<file path="config.mk">
export PLATFORM = sky130hd
export DESIGN_NAME = reel_spinner_flat
export DESIGN_NICKNAME = d
export VERILOG_FILES = /design/src/rtl/slot_pkg.sv /design/src/rtl/reel_spinner_if.sv /design/src/rtl/reel_spinner_reel_digit.sv /design/src/rtl/reel_spinner.sv /design/src/flat_wrapper.sv
export SDC_FILE = /design/constraint.sdc
export NUM_CORES = 1
export LEC_CHECK = 0
export ABC_AREA = 1
export CAP_MARGIN = 10
export CORE_ASPECT_RATIO = 1.4
export CORE_UTILIZATION = 51
export DETAILED_ROUTE_END_ITERATION = 16
export PLACE_DENSITY = 0.73
export SETUP_SLACK_MARGIN = 0.05
export SLEW_MARGIN = 20
export SYNTH_ARGS = -nofsm -noshare
export SYNTH_HDL_FRONTEND = slang
export SYNTH_SLANG_ARGS = --single-unit
</file>
<file path="constraint.sdc">
create_clock -name clk -period 1.3 [get_ports clk]
set_clock_uncertainty 0.1 [all_clocks]
set_input_delay 0.13 -clock clk [delete_from_list [all_inputs] [get_ports clk]]
set_output_delay 0.13 -clock clk [all_outputs]
set_load 0.005 [all_outputs]
</file>
<file path="src/rtl/slot_pkg.sv">
// Shared types and constants for the slot-machine bank.
package slot_pkg;

    localparam int          DIGIT_W   = 4;
    localparam logic [15:0] LFSR_TAPS = 16'hB400;

    typedef enum logic [1:0] {
        IDLE = 2'd0,
        SPIN = 2'd1,
        DONE = 2'd2
    } state_t;

endpackage

</file>
<file path="src/rtl/reel_spinner_if.sv">
// Spin control in, reel digits and status out.
interface reel_spinner_if;
    import slot_pkg::*;

    logic               spin;
    logic               tick;
    logic [DIGIT_W-1:0] randNum1;
    logic [DIGIT_W-1:0] randNum2;
    logic [DIGIT_W-1:0] randNum3;
    logic [DIGIT_W-1:0] randNum4;
    logic [3:0]         reel_stopped;
    logic               spinning;
    logic               result_valid;

    // Driver side: the button/strobe source that observes the result.
    modport master (
        output spin, tick,
        input  randNum1, randNum2, randNum3, randNum4,
        input  reel_stopped, spinning, result_valid
    );

    // Spinner side.
    modport slave (
        input  spin, tick,
        output randNum1, randNum2, randNum3, randNum4,
        output reel_stopped, spinning, result_valid
    );
endinterface

</file>
<file path="src/rtl/reel_spinner_reel_digit.sv">
// One reel: a 0..DIGIT_MAX wrap counter with parallel load and advance enable.
module reel_digit
    import slot_pkg::*;
#(
    parameter int DIGIT_MAX = 9
) (
    input  logic               clk,
    input  logic               rst,
    input  logic               load,
    input  logic [DIGIT_W-1:0] load_val,
    input  logic               adv,
    output logic [DIGIT_W-1:0] q
);
    localparam logic [DIGIT_W-1:0] DMAX = DIGIT_W'(DIGIT_MAX);

    // Load wins over advance; advance wraps DIGIT_MAX back to 0.
    always_ff @(posedge clk) begin
        if (rst)
            q <= '0;
        else if (load)
            q <= load_val;
        else if (adv)
            q <= (q == DMAX) ? '0 : q + 1'b1;
    end
endmodule

</file>
<file path="src/rtl/reel_spinner.sv">
// Four-reel spinner: LFSR seeds the reels on a spin edge, reels cycle on
// tick and stop on a staggered schedule, then a one-cycle result pulse.
module reel_spinner
    import slot_pkg::*;
#(
    parameter int          DIGIT_MAX     = 9,
    parameter int          SPIN_TICKS    = 200,
    parameter int          STAGGER_TICKS = 50,
    parameter logic [15:0] LFSR_SEED     = 16'hACE1
) (
    input  logic            clk,
    input  logic            rst,
    reel_spinner_if.slave   bus
);
    localparam int LAST = SPIN_TICKS + 3*STAGGER_TICKS;
    // One spare count above LAST so the post-increment never wraps.
    localparam int CW   = $clog2(LAST + 2);
    localparam logic [DIGIT_W-1:0] DMAX = DIGIT_W'(DIGIT_MAX);

    logic [15:0]   lfsr;
    logic          spin_q;
    state_t        state;
    logic [CW-1:0] tick_cnt;
    logic [3:0]    stopped;
    logic          spinning_r;
    logic          rv_r;

    logic          spin_rise;
    logic          start;
    logic          run;
    logic [3:0]    in_window;
    logic [3:0]    adv;
    logic [3:0][DIGIT_W-1:0] load_val;
    logic [3:0][DIGIT_W-1:0] q;

    assign spin_rise = bus.spin & ~spin_q;
    // A rise while spinning is ignored, so only IDLE/DONE may (re)start.
    assign start     = spin_rise && (state != SPIN);
    assign run       = (state == SPIN) && bus.tick;

    // Free-running Galois LFSR; nonzero seed keeps it off the all-zero state.
    always_ff @(posedge clk) begin
        if (rst)
            lfsr <= LFSR_SEED;
        else
            lfsr <= (lfsr >> 1) ^ (lfsr[0] ? LFSR_TAPS : 16'h0000);
    end

    // Spin edge detector; resets high so a button held through reset is inert.
    always_ff @(posedge clk) begin
        if (rst)
            spin_q <= 1'b1;
        else
            spin_q <= bus.spin;
    end

    genvar k;
    generate
        for (k = 0; k < 4; k++) begin : g_reel
            localparam logic [CW-1:0] LIM = CW'(SPIN_TICKS + k*STAGGER_TICKS);
            logic [DIGIT_W-1:0] nib;

            assign nib          = lfsr[4*k +: 4];
            // Nibbles above DIGIT_MAX fold down once (DIGIT_MAX >= 7 keeps this in range).
            assign load_val[k]  = (nib > DMAX) ? DIGIT_W'(nib - DMAX - 1'b1) : nib;
            assign in_window[k] = (tick_cnt < LIM);
            assign adv[k]       = run && in_window[k];

            reel_digit #(.DIGIT_MAX(DIGIT_MAX)) u_reel (
                .clk      (clk),
                .rst      (rst),
                .load     (start),
                .load_val (load_val[k]),
                .adv      (adv[k]),
                .q        (q[k])
            );
        end
    endgenerate

    // Control FSM and stop scheduler; all status outputs registered here.
    always_ff @(posedge clk) begin
        if (rst) begin
            state      <= IDLE;
            tick_cnt   <= '0;
            stopped    <= 4'hF;
            spinning_r <= 1'b0;
            rv_r       <= 1'b0;
        end else begin
            rv_r <= 1'b0;
            case (state)
                IDLE, DONE: begin
                    if (spin_rise) begin
                        state      <= SPIN;
                        tick_cnt   <= '0;
                        stopped    <= 4'h0;
                        spinning_r <= 1'b1;
                    end else begin
                        state <= IDLE;
                    end
                end
                SPIN: begin
                    if (bus.tick) begin
                        tick_cnt <= tick_cnt + 1'b1;
                        stopped  <= stopped | ~in_window;
                        if (tick_cnt == CW'(LAST)) begin
                            state      <= DONE;
                            spinning_r <= 1'b0;
                            rv_r       <= 1'b1;
                        end
                    end
                end
                default: begin
                    state      <= IDLE;
                    spinning_r <= 1'b0;
                end
            endcase
        end
    end

    assign bus.randNum1     = q[0];
    assign bus.randNum2     = q[1];
    assign bus.randNum3     = q[2];
    assign bus.randNum4     = q[3];
    assign bus.reel_stopped = stopped;
    assign bus.spinning     = spinning_r;
    assign bus.result_valid = rv_r;
endmodule
</file>
<file path="src/flat_wrapper.sv">
// flat-port wrapper written by rule: the top's interface ports become plain ports
module reel_spinner_flat import slot_pkg::*;
#(
    parameter int          DIGIT_MAX     = 9,
    parameter int          SPIN_TICKS    = 200,
    parameter int          STAGGER_TICKS = 50,
    parameter logic [15:0] LFSR_SEED     = 16'hACE1
)
  (clk, rst, bus_spin, bus_tick, bus_randNum1, bus_randNum2, bus_randNum3, bus_randNum4, bus_reel_stopped, bus_spinning, bus_result_valid);
  reel_spinner_if bus_i ();
  input  logic clk;
  input  logic rst;
  input wire logic [$bits(bus_i.spin)-1:0] bus_spin;
  input wire logic [$bits(bus_i.tick)-1:0] bus_tick;
  output wire logic [$bits(bus_i.randNum1)-1:0] bus_randNum1;
  output wire logic [$bits(bus_i.randNum2)-1:0] bus_randNum2;
  output wire logic [$bits(bus_i.randNum3)-1:0] bus_randNum3;
  output wire logic [$bits(bus_i.randNum4)-1:0] bus_randNum4;
  output wire logic [$bits(bus_i.reel_stopped)-1:0] bus_reel_stopped;
  output wire logic [$bits(bus_i.spinning)-1:0] bus_spinning;
  output wire logic [$bits(bus_i.result_valid)-1:0] bus_result_valid;
  assign bus_i.spin = bus_spin;
  assign bus_i.tick = bus_tick;
  assign bus_randNum1 = bus_i.randNum1;
  assign bus_randNum2 = bus_i.randNum2;
  assign bus_randNum3 = bus_i.randNum3;
  assign bus_randNum4 = bus_i.randNum4;
  assign bus_reel_stopped = bus_i.reel_stopped;
  assign bus_spinning = bus_i.spinning;
  assign bus_result_valid = bus_i.result_valid;
  reel_spinner #(.DIGIT_MAX(DIGIT_MAX), .SPIN_TICKS(SPIN_TICKS), .STAGGER_TICKS(STAGGER_TICKS), .LFSR_SEED(LFSR_SEED)) u_core (.clk(clk), .rst(rst), .bus(bus_i));
endmodule
</file>
# Word-level counts from Yosys, hierarchy flattened
# Index checks and enable logic that the tools add are counted.
# op_classes
n_bitwise,7
magnitude_cmp,8
n_reduce_logical,17
n_eq_ne,11
muxes,32
addsub,13
# ops
op,count
two-way mux 4 bit,18
"< comparator 9 x 8 -> 1 bit, second input constant",2
"< comparator 9 bit, second input constant",2
two-way mux 9 bit,2
one-hot mux 9 bit (2 select lines),1
"adder 4 x 1 -> 4 bit, second input constant",4
"== test 4 bit, second input constant",4
"> comparator 4 bit, second input constant",4
two-way mux 16 bit,1
"subtractor 4 x 1 -> 4 bit, second input constant",4
"subtractor 4 bit, second input constant",4
bitwise XOR 15 x 16 -> 16 bit,1
nonzero test 2 bit,5
"adder 9 x 1 -> 9 bit, second input constant",1
"== test 9 bit, second input constant",1
one-hot mux 4 bit (2 select lines),1
logical AND 1 bit,6
AND reduction 3 bit,2
two-way mux 1 bit,5
two-way mux 2 bit,2
"inequality test 2 x 1 -> 1 bit, second input constant",2
"inequality test 2 bit, second input constant",2
NOT 4 bit,1
bitwise OR 4 bit,1
other kinds (10),12
# word_totals
in_bits,4
word_cells,99
ff_bits,50

# Longest topological paths before layout
# Gate-level depths: netlist of the first run.
# depth
word_depth,5
depth_mapped,10

# Hierarchy
# From an unflattened synthesis of the first run, not the netlist that was laid out.
# hier_totals
hier_cells,374
hier_area_um2,2543.7
# modules_own_cells
mod,cells_each,instances,seq_area_each_um2,area_per_inst_um2
reel_spinner,214,1,680.7,1572.8
reel_digit,40,4,80.1,242.7

# Least setup slack after synthesis of the first run
# OpenSTA, ideal clock, no wires.
# synth_path
path_type,flip-flop to flip-flop
from,register u_core.state[0]
to,register u_core.tick_cnt[2]
arrival_time_ns,1.067
path_slack_ns,0.011
stages_incl_launch_ff,9
setup_ns,0.122
n_path_buf,1
cell_sequence,dfxtp_1 > inv_2 > nor2_4 > nand2_4 > nand2_2 > buf_6 > inv_1 > o21ai_0 > a21oi_1
# synth_via
elab_chain_len,4
# synth_rtl
element,line,text
"start, declared",reel_spinner.sv:22,state_t state;
"start signal, assigned",reel_spinner.sv:83,state <= IDLE;
"start signal, assigned",reel_spinner.sv:93,state <= SPIN;
"start signal, assigned",reel_spinner.sv:98,state <= IDLE;
== test 2 bit or logical NOT 2 bit (tied branches),reel_spinner.sv:90,case (state)
OR reduction 2 bit,reel_spinner.sv:90,
inequality test 2 x 1 -> 1 bit (no line) or nonzero test 2 bit (tied branches),-,
AND reduction 3 bit (no line),-,
"end signal, assigned",reel_spinner.sv:103,tick_cnt <= tick_cnt + 1'b1;
"end, declared",reel_spinner.sv:23,logic [CW-1:0] tick_cnt;
# Several ways; a longest one is shown, not always the timed one.
# A chain may end at the register's enable or synchronous reset.

# Final worst setup path of the first run
# layout_path
from,register u_core.state[0]
to,register u_core.g_reel[2].u_reel.q[2]
# layout_via
elab_chain_len,4
# layout_rtl
element,line,text
== test 2 x 1 -> 1 bit,reel_spinner.sv:39,assign run = (state == SPIN) && bus.tick;
logical AND 1 bit,reel_spinner.sv:39,
logical AND 1 bit,reel_spinner.sv:67,assign adv[k] = run && in_window[k];
nonzero test 2 bit (no line),-,
"end signal, assigned",reel_spinner_reel_digit.sv:21,q <= load_val;
"end signal, assigned",reel_spinner_reel_digit.sv:23,q <= (q == DMAX) ? '0 : q + 1'b1;
"end, declared",reel_spinner_reel_digit.sv:12,output logic [DIGIT_W-1:0] q
# Several ways; a longest one is shown, not always the timed one.

==> results of run 1 <==
## per-stage QoR
stage,setup slack (ps),hold WS [ps],utilization
2_1_floorplan,28.3,158,-
3_3_place_gp,-308,335,0.643
3_5_place_dp,-369,335,0.643
4_1_cts,-48.5,102,0.771
5_1_grt,-211,120,0.813
6_report,-164,101,0.813
## cell families (layout without fill, tap and decap cells)
group / count (synthesis) / count (layout) / synth area share
AND/OR/NAND/NOR: 227 / 227 / 0.379
buffers and inverters: 67 / 166 / 0.110
AO/OA/AOI/OAI: 60 / 60 / 0.112
flip-flops: 50 / 50 / 0.369
adder cells (fa/ha/maj): 5 / 5 / 0.0231
XOR/XNOR: 2 / 2 / 0.00646
## worst paths after layout
check | start | to | slack (ps) | cells past startpoint
setup / recovery | u_core.state[0] | u_core.g_reel[2].u_reel.q[2] | -160 | 8
hold / removal | bus_spin | u_core.spin_q | 100 | 3
setup reg to reg | u_core.state[0] | u_core.g_reel[2].u_reel.q[2] | -160 | 8
hold reg to reg | u_core.lfsr[8] | u_core.lfsr[7] | 360 | 2
## repair_timing
| item | CTS | global route |
|---|---|---|
| pin swaps | 39 | 27 |
| setup buffers | 27 | 6 |
| endpoints found under the setup margin | 53 | 32 |
| resized for setup | 152 | 38 |
| cloned | 3 | 3 |
## registers in the layout, indices dropped and copies added (netlist names)
register / flops
u_core.bus.reel_stopped: 4
u_core.g_reel.u_reel.q: 16
u_core.lfsr: 16
u_core.tick_cnt: 9
u_core.state: 2
u_core.bus.result_valid: 1
u_core.bus.spinning: 1
u_core.spin_q: 1
## worst max-delay path, delay by kind of cell, from the launching register on
kind,cells,cell delay (ps)
AOI/OAI and AO/OA,1,130
buffers and inverters,2,160
DFF,1,380
and+or+nand+nor,5,610
## routing by layer
layer / global-route usage / up-vias / share of wire
met4: 0.223 / 0 / 0.051
li1: - / 1516 / -
met5: 0 / - / 0
met2: 0.585 / 107 / 0.55
met3: 0.0464 / 37 / 0.043
met1: 0.272 / 1480 / 0.35
## cells in the mapped netlist, drive strengths merged
cell / instances
a21oi: 29
buf: 9
clkbuf: 4
clkinv: 1
dfxtp: 50
ha: 5
inv: 53
nand2: 124
nand3: 37
nand3b: 6
nand4: 8
nor2: 49
nor4: 2
o21ai: 31
or2: 1
xnor2: 1
xor2: 1
## layout by cell type (no fill, tap or decap), types with 11 or more instances in the layout
cell type,Yosys,final
buf_6,3,16
inv_2,1,11
buf_4,0,55
nor2_1,46,36
a21oi_2,1,13
o21ai_1,5,13
a21oi_1,28,16
dfxtp_2,0,29
nand2_2,6,16
nand2_1,116,97
dfxtp_1,50,12
inv_1,52,40
nand3_1,33,29
o21ai_0,26,12
dlygate4sd2_1,0,23
## area by class of cell
type                            count  share of cell area
Clock buffer                        7              0.0206
Multi-Input combinational cell    294               0.413
Tap cell                           66              0.0197
Inverter                           54              0.0525
Timing Repair Buffer              104               0.237
Clock inverter                      1             0.00119
Sequential cell                    50               0.255
## power by group through the flow
stage                     registers [uW]  clock network [uW]  logic, uW
after floorplan                     1690                   0        295
final                               1640                 948        703
after global placement              1690                   0        486
after global routing                1650                1020        764
after CTS                           1640                 953        613
after detailed placement            1690                   0        498
==> flow_summary.yaml, run 1 <==
status:
  status: "complete, but fails checks"
  failed_checks: "design-rule violations, negative setup slack"
power_and_ir_drop:
  pwr-share-comb: 0.213
  seq_power_share: 0.499
  power_uw: 3290
  switching_share: 0.287
  p_sw_uw: 944
  p_clk_frac: 0.288
  power.density_nw_per_um2: 786
  p_leak_uw: 0.00200
  vdd_drop_max_uv: 597
  internal_power_uw: 2350
timing:
  tightest_slew_ps: 231
  finalHoldViolCount: 0
  maxSlewHeadroom: 0.846
  drv_slew: 0
  period_needed_ps: 1460
  setup_tns_ps: -2220
  max_freq_ghz: 0.683
  period_share: 1.13
  setup_viol: 29
  worst_slack_ps: -164
  rsz0062_at_grt: "true"
clock_tree:
  cts_tree: "yes"
  cts.sinks: 50
  cts_buffers: 5
  htree_levels: 2
  insertion_delay_ps: 300
  max-clock-path-buffers: 2
  cts_root_buffer: "clkbuf_8"
  path_clk_slew_ps: 90
  ctsHoldBuffers: 0
worst_setup_path:
  cp_max_fo: 5
  critPathCaptureType: "register"
  critPathKind: "reg2reg"
  path_cells: "inv_2, nor2_4, nand2_4, clkinv_8, nand3_4, nand2_4, nand2_2, a21oi_2"
  cp.required_ps: 1440
  cp_slowest_cell: "dfxtp_2"
  start_kind: "register"
  cpMostUsedCell: "nand2_4"
  critPathArrivalTime_ps: 1600
  slowest_delay_ps: 380
placement:
  dp.cells: 532
  place_area_sq_um: 3320
  portBuffers: 25
  dp_hpwl_um: 4790
  finalWeightedCongestion: 0.854
logic_synthesis:
  synthCells: 411
  synth_cell_type_count: 28
  synth_top_area_frac: 0.369
  yosys_register_bits: 50
  synth_top_area_cell: "dfxtp_1"
  avgSynthCellArea_sq_um: 6.60
  yosys_warnings: 0
  ys_seq_area_frac: 0.369
  syn_nets: 420
  yosys-top-cells-area: "dfxtp_1, nand2_1, inv_1, nor2_1, nand3_1"
  syn_area_sq_um: 2710
final_layout:
  antenna_cells: 0
  stdcell_count: 576
  fill_cells: 323
  seqCellArea_sq_um: 1070
  final_cell_area_sq_um: 4190
  area_growth_pct: 54.6
  layout-drive-gt1-share: 0.414
  nets: 518
  multi_input_area_sq_um: 1730
grt:
  grt_max_degree: 19
  grt_pass1_wl_um: 13000
  grt_use_total: 0.298
  antenna_found_initial: 0
  grt_overflow_total: 0
  grt_pass1_vias: 2994
floorplanning:
  dieArea_sq_um: 5620
  chipHeight_um: 88.3
  core_area_sq_um: 5160
  num_rows: 31
  initial_core_util: 0.526
  ios: 26
  die_w_um: 63.6
detailed_routing:
  wl_per_cell_um: 15.6
  vias: 3140
  drt_wl_total_um: 8990
  drc: 2
  drtPass1Iterations: 10
  viasPerCell: 5.45
  ant_nets: 0
  drt_iter0_drc: 159
run:
  max-cap-violations: 0
min_path:
  worstHoldPathType: "in2reg"
No activity file was read; power rests on OpenSTA's default activity.
==> run 2: changes to the inputs <==
- ABC_AREA: 1 -> default
- CORE_UTILIZATION: 51 -> 50
- SLEW_MARGIN: 20 -> 10
==> flow_summary.yaml, run 2 <==
logic_synthesis:
  yosys_register_bits: 50
  synthAdderAreaFrac: 0.0270
  syn_nets: 282
  async_reset_ff_frac: 0
  synth_enable_flop_cells: 0
  yosys_warnings: 0
  syn_area_sq_um: 2320
  synth_top_area_frac: 0.432
  synthCells: 273
  synth_cell_type_count: 43
  synth_top_area_cell: "dfxtp_1"
  synth_mux_area_frac: 0.00864
  synth_commonest_cells: "dfxtp_1, nor2_1, a21oi_1"
  avgSynthCellArea_sq_um: 8.48
  yosys.cell_count.top_type: "dfxtp_1"
  yosys-top-cells-area: "dfxtp_1, nor2_1, a21oi_1, xnor2_1, inv_1"
  ys.flop_type: "dfxtp_1"
  synth_top_family_by_area: "simple AND/OR/NAND/NOR gates"
  synth-xor-area-share: 0.0529
  synth_compound_area_frac: 0.205
  ys_seq_area_frac: 0.432
  synth_simple_gate_area_frac: 0.228
timing:
  period_needed_ps: 1880
  finalHoldViolCount: 0
  period_share: 1.45
  setup_tns_ps: -11320
  worst_slack_ps: -583
  maxSlewHeadroom: 0.751
  max_freq_ghz: 0.531
  tightest_slew_ps: 370
  setup_viol: 33
  holdWs_ps: 336
  drv_slew: 0
  rsz0062_at_grt: "true"
placement:
  dp_hpwl_um: 4230
  portBuffers: 25
  place_area_sq_um: 3130
  dp.cells: 407
  finalWeightedCongestion: 0.903
clock_tree:
  cts_buffers: 5
  max-clock-path-buffers: 2
  cts_root_buffer: "clkbuf_8"
  cts.sinks: 50
  insertion_delay_ps: 310
  path_clk_slew_ps: 100
  ctsHoldBuffers: 0
  cts_tree: "yes"
  htree_levels: 2
final_layout:
  final_core_util: 0.896
  top_regs: "u_core.g_reel.u_reel.q (16), u_core.lfsr (16), u_core.tick_cnt (9)"
  antenna_cells: 0
  stdcell_count: 448
  fill_cells: 205
  area_growth_pct: 68.0
  nets: 396
  layout_common_cells: "buf_4, nor2_1, buf_6, dfxtp_2"
  final_cell_area_sq_um: 3890
  layout-drive-gt1-share: 0.497
  layout_commonest_cell: "buf_4"
floorplanning:
  chipHeight_um: 82.5
  num_rows: 28
  die_w_um: 59.5
  dieArea_sq_um: 4910
  core_area_sq_um: 4340
  ios: 26
  initial_core_util: 0.533
detailed_routing:
  ant_nets: 0
  vias: 2773
  drt_wl_total_um: 9710
  drt_iter0_drc: 207
  viasPerCell: 6.19
  drtPass1Iterations: 5
  drc: 0
  wl_per_cell_um: 21.7
worst_setup_path:
  critPathCapture: "u_core.g_reel[0].u_reel.q[3]"
  cp.required_ps: 1420
  cp_max_fo: 3
  critPathKind: "reg2reg"
  rrSetupSlack_ps: -580
  critPathCaptureType: "register"
  start_kind: "register"
  rr_worst_depth: 5
  critPathArrivalTime_ps: 2010
  rr_startpoint: "u_core.tick_cnt[3]"
  cp-startpoint: "u_core.tick_cnt[3]"
  r2r_end: "u_core.g_reel[0].u_reel.q[3]"
run:
  max-cap-violations: 0
grt:
  grt_overflow_total: 0
  grt_pass1_wl_um: 12300
  antenna_found_initial: 0
  grt_max_degree: 16
  grt_pass1_vias: 2559
  grt_use_total: 0.343
status:
  failed_checks: "negative setup slack"
  status: "complete, but fails checks"
power_and_ir_drop:
  power.density_nw_per_um2: 884
  vdd_drop_max_uv: 695
  p_leak_uw: 0.00166
min_path:
  worstHoldPathType: "in2reg"
==> run 2: cell count changes in the layout (fill, tap and decap cells not counted), sizes merged, moves of 8 or more <==
cell	change
inv	-35
nor2b	+8
xnor2	+8
a211oi	+8
nand2	-115
a21oi	-10
o21ai	-16
nand3	-31
buf	+14
or2	+9
nor2	-13
==> run 2: final cells by class <==
class	count	area (sq um)	area share
Clock buffer	6	72.6	0.0186
Clock inverter	2	37.5	0.00965
Inverter	18	67.6	0.0174
Multi-Input combinational cell	197	1570	0.403
Sequential cell	50	1070	0.274
Tap cell	60	75.1	0.0193
Timing Repair Buffer	115	1000	0.258
==> run 2: critical path, stage by stage, from the launching register on <==
cell and delay [ps]:
dfxtp_2 340, o311a_4 400, nand3b_1 270, nor3b_2 330, o21ai_2 110, a311oi_2 240
==> run 2: routing by layer <==
metal	GRT usage	vias to the layer above	share of wire	routed length, um
met5	0	-	0	0
met2	0.656	187	0.52	5090
li1	-	1194	-	-
met1	0.345	1331	0.34	3340
met4	0.186	0	0.076	742
met3	0.0561	61	0.055	536
==> run 2: through the flow <==
step	setup WS (ps)	total power [uW]
after floorplan	-382	1950
after global placement	-676	2170
after detailed placement	-710	2180
after CTS	-369	3330
after global routing	-609	3510
final	-583	3440
==> run 2: logic make-up after synthesis <==
family | after synthesis
DFF | 50
and+or+nand+nor | 101
AOI/OAI and AO/OA | 73
buffers and inverters | 28
adders and majority gates | 5
muxes | 2
xor gates and xnor gates | 14
==> run 2: how the worst min path moves through the flow <==
| stage | depth (start not counted) | to | start |
|---|---|---|---|
| 2_1_floorplan | 1 | u_core.spin_q | bus_spin |
| 3_3_place_gp | 1 | u_core.lfsr[7] | u_core.lfsr[8] |
| 3_5_place_dp | 1 | u_core.lfsr[7] | u_core.lfsr[8] |
| 4_1_cts | 3 | u_core.spin_q | bus_spin |
| 5_1_grt | 3 | u_core.spin_q | bus_spin |
| 6_report | 3 | u_core.spin_q | bus_spin |
==> run 2: what timing repair did <==
item                       4_1_cts  5_1_grt
setup endpoints to repair       55       37
cloned                           2        0
gates resized for setup        103       40
pin swaps                       31       29
buffers inserted                26       10
==> run 2: report_power, final <==
| group | internal, uW | switching, uW | total (uW) |
|---|---|---|---|
| clock network | 575 | 561 | 1140 |
| logic | 313 | 312 | 625 |
| registers | 1600 | 73.7 | 1680 |
| total | 2490 | 948 | 3440 |
==> run 3: changes to the inputs <==
- PLACE_DENSITY: 0.73 -> default
- PLACE_DENSITY_LB_ADDON: default -> 0.08
==> flow_summary.yaml, run 3 (synthesis gave the netlist of run 2 again) <==
final_layout:
  layout-drive-gt1-share: 0.544
  top_regs: "u_core.g_reel.u_reel.q (16), u_core.lfsr (16), u_core.tick_cnt (9)"
  antenna_cells: 0
  fill_cells: 166
  final_core_util: 0.922
  nets: 403
  layout_common_cells: "buf_4, nor2_1, buf_6, dfxtp_2, dfxtp_1"
  area_growth_pct: 72.9
  final_cell_area_sq_um: 4010
  layout_commonest_cell: "buf_4"
power_and_ir_drop:
  p_leak_uw: 0.00168
  power.density_nw_per_um2: 882
  power_uw: 3530
  vdd_drop_max_uv: 781
clock_tree:
  cts.sinks: 50
  cts_buffers: 5
  max-clock-path-buffers: 2
  cts_tree: "yes"
  ctsHoldBuffers: 0
  cts_root_buffer: "clkbuf_8"
  path_clk_slew_ps: 100
  htree_levels: 2
  insertion_delay_ps: 330
timing:
  drv_slew: 0
  tightest_slew_ps: 428
  worst_slack_ps: -644
  holdWs_ps: 382
  maxSlewHeadroom: 0.715
  finalHoldViolCount: 0
  setup_viol: 33
  max_freq_ghz: 0.514
  period_needed_ps: 1940
  period_share: 1.50
  rsz0062_at_grt: "true"
min_path:
  hold_start: "u_core.lfsr[2]"
  min_path_cells: 2
  min_to: "u_core.lfsr[1]"
  worstHoldPathType: "reg2reg"
floorplanning:
  ios: 26
  chipHeight_um: 82.5
  dieArea_sq_um: 4910
  core_area_sq_um: 4340
  die_w_um: 59.5
  initial_core_util: 0.533
  num_rows: 28
detailed_routing:
  drt_wl_total_um: 10500
  drtPass1Iterations: 5
  viasPerCell: 6.44
  wl_per_cell_um: 23.1
  drc: 0
  vias: 2932
  drt_iter0_drc: 291
  ant_nets: 0
grt:
  grt_max_degree: 16
  grt_pass1_wl_um: 11500
  grt_use_total: 0.318
  antenna_found_initial: 0
  grt_overflow_total: 0
  grt_pass1_vias: 2562
worst_setup_path:
  slowest_delay_ps: 430
  cp_slowest_cell: "a221oi_2"
  path_cells: "buf_6, and3b_2, o311ai_4, or2_4, mux2i_1, a221oi_2"
  start_kind: "register"
  r2r_end: "u_core.g_reel[2].u_reel.q[3]"
  cp_max_fo: 3
  cp.required_ps: 1380
  rrSetupSlack_ps: -640
  critPathCaptureType: "register"
  critPathKind: "reg2reg"
  rr_startpoint: "u_core.state[1]"
  rr_worst_depth: 6
  critPathArrivalTime_ps: 2030
placement:
  post-place-ws_ps: -718
  finalWeightedCongestion: 0.914
  portBuffers: 25
  dp_hpwl_um: 4160
  place_area_sq_um: 3160
run:
  max-cap-violations: 0
status:
  failed_checks: "negative setup slack"
  status: "complete, but fails checks"
run 3: routing by layer:
layer  wire [um]  part of all wire  vias to the layer above  GRT usage
li1            -                 -                     1207          -
met1        3540              0.34                     1406      0.307
met2        5260              0.50                      240      0.603
met3         884             0.084                       79     0.0701
met4         828             0.079                        0      0.188
met5           0                 0                        -          0
run 3: power by group:
| group | total, uW | switching (uW) | internal (uW) |
|---|---|---|---|
| registers | 1680 | 74.8 | 1610 |
| logic | 684 | 348 | 335 |
| clock network | 1170 | 598 | 568 |
| total | 3530 | 1020 | 2510 |
run 3: what timing repair did:
item	4_1_cts	5_1_grt
buffers inserted	27	14
resized for setup	97	54
setup endpoints to repair	55	36
cloned	0	0
pin swaps	27	34
run 3: cell type report:
cell class                      instances  area, sq um  area share
Clock buffer                            5         68.8      0.0172
Clock inverter                          3         40.0      0.0100
Inverter                               18         67.6      0.0169
Multi-Input combinational cell        195         1610       0.402
Sequential cell                        50         1060       0.264
Tap cell                               60         75.1      0.0187
Timing Repair Buffer                  124         1090       0.271
run 3: worst max-delay path by stage:
stage | startpoint | end | slack, ps | cells past startpoint
after global routing | u_core.state[1] | u_core.g_reel[2].u_reel.q[3] | -730 | 6
after CTS | u_core.state[1] | u_core.g_reel[2].u_reel.q[3] | -420 | 6
after floorplan | u_core.tick_cnt[8] | u_core.g_reel[1].u_reel.q[1] | -380 | 5
after global placement | bus_tick | u_core.g_reel[1].u_reel.q[1] | -670 | 6
final | u_core.state[1] | u_core.g_reel[2].u_reel.q[3] | -640 | 6
after detailed placement | bus_tick | u_core.g_reel[1].u_reel.q[1] | -720 | 6
run 3: worst max-delay path: cells and delay by family (launching register included):
family,cells,cell delay [ps]
AND/OR/NAND/NOR,2,550
AO/OA/AOI/OAI,2,550
flip-flops,1,340
multiplexers,1,160
buffers and inverters,1,120
run 3: metrics by stage:
stage	setup TNS [ps]	instances
3_5_place_dp	-13800	409
5_1_grt	-11800	455
2_1_floorplan	-3290	273
3_3_place_gp	-12750	409
4_1_cts	-8640	444
6_report	-10620	455
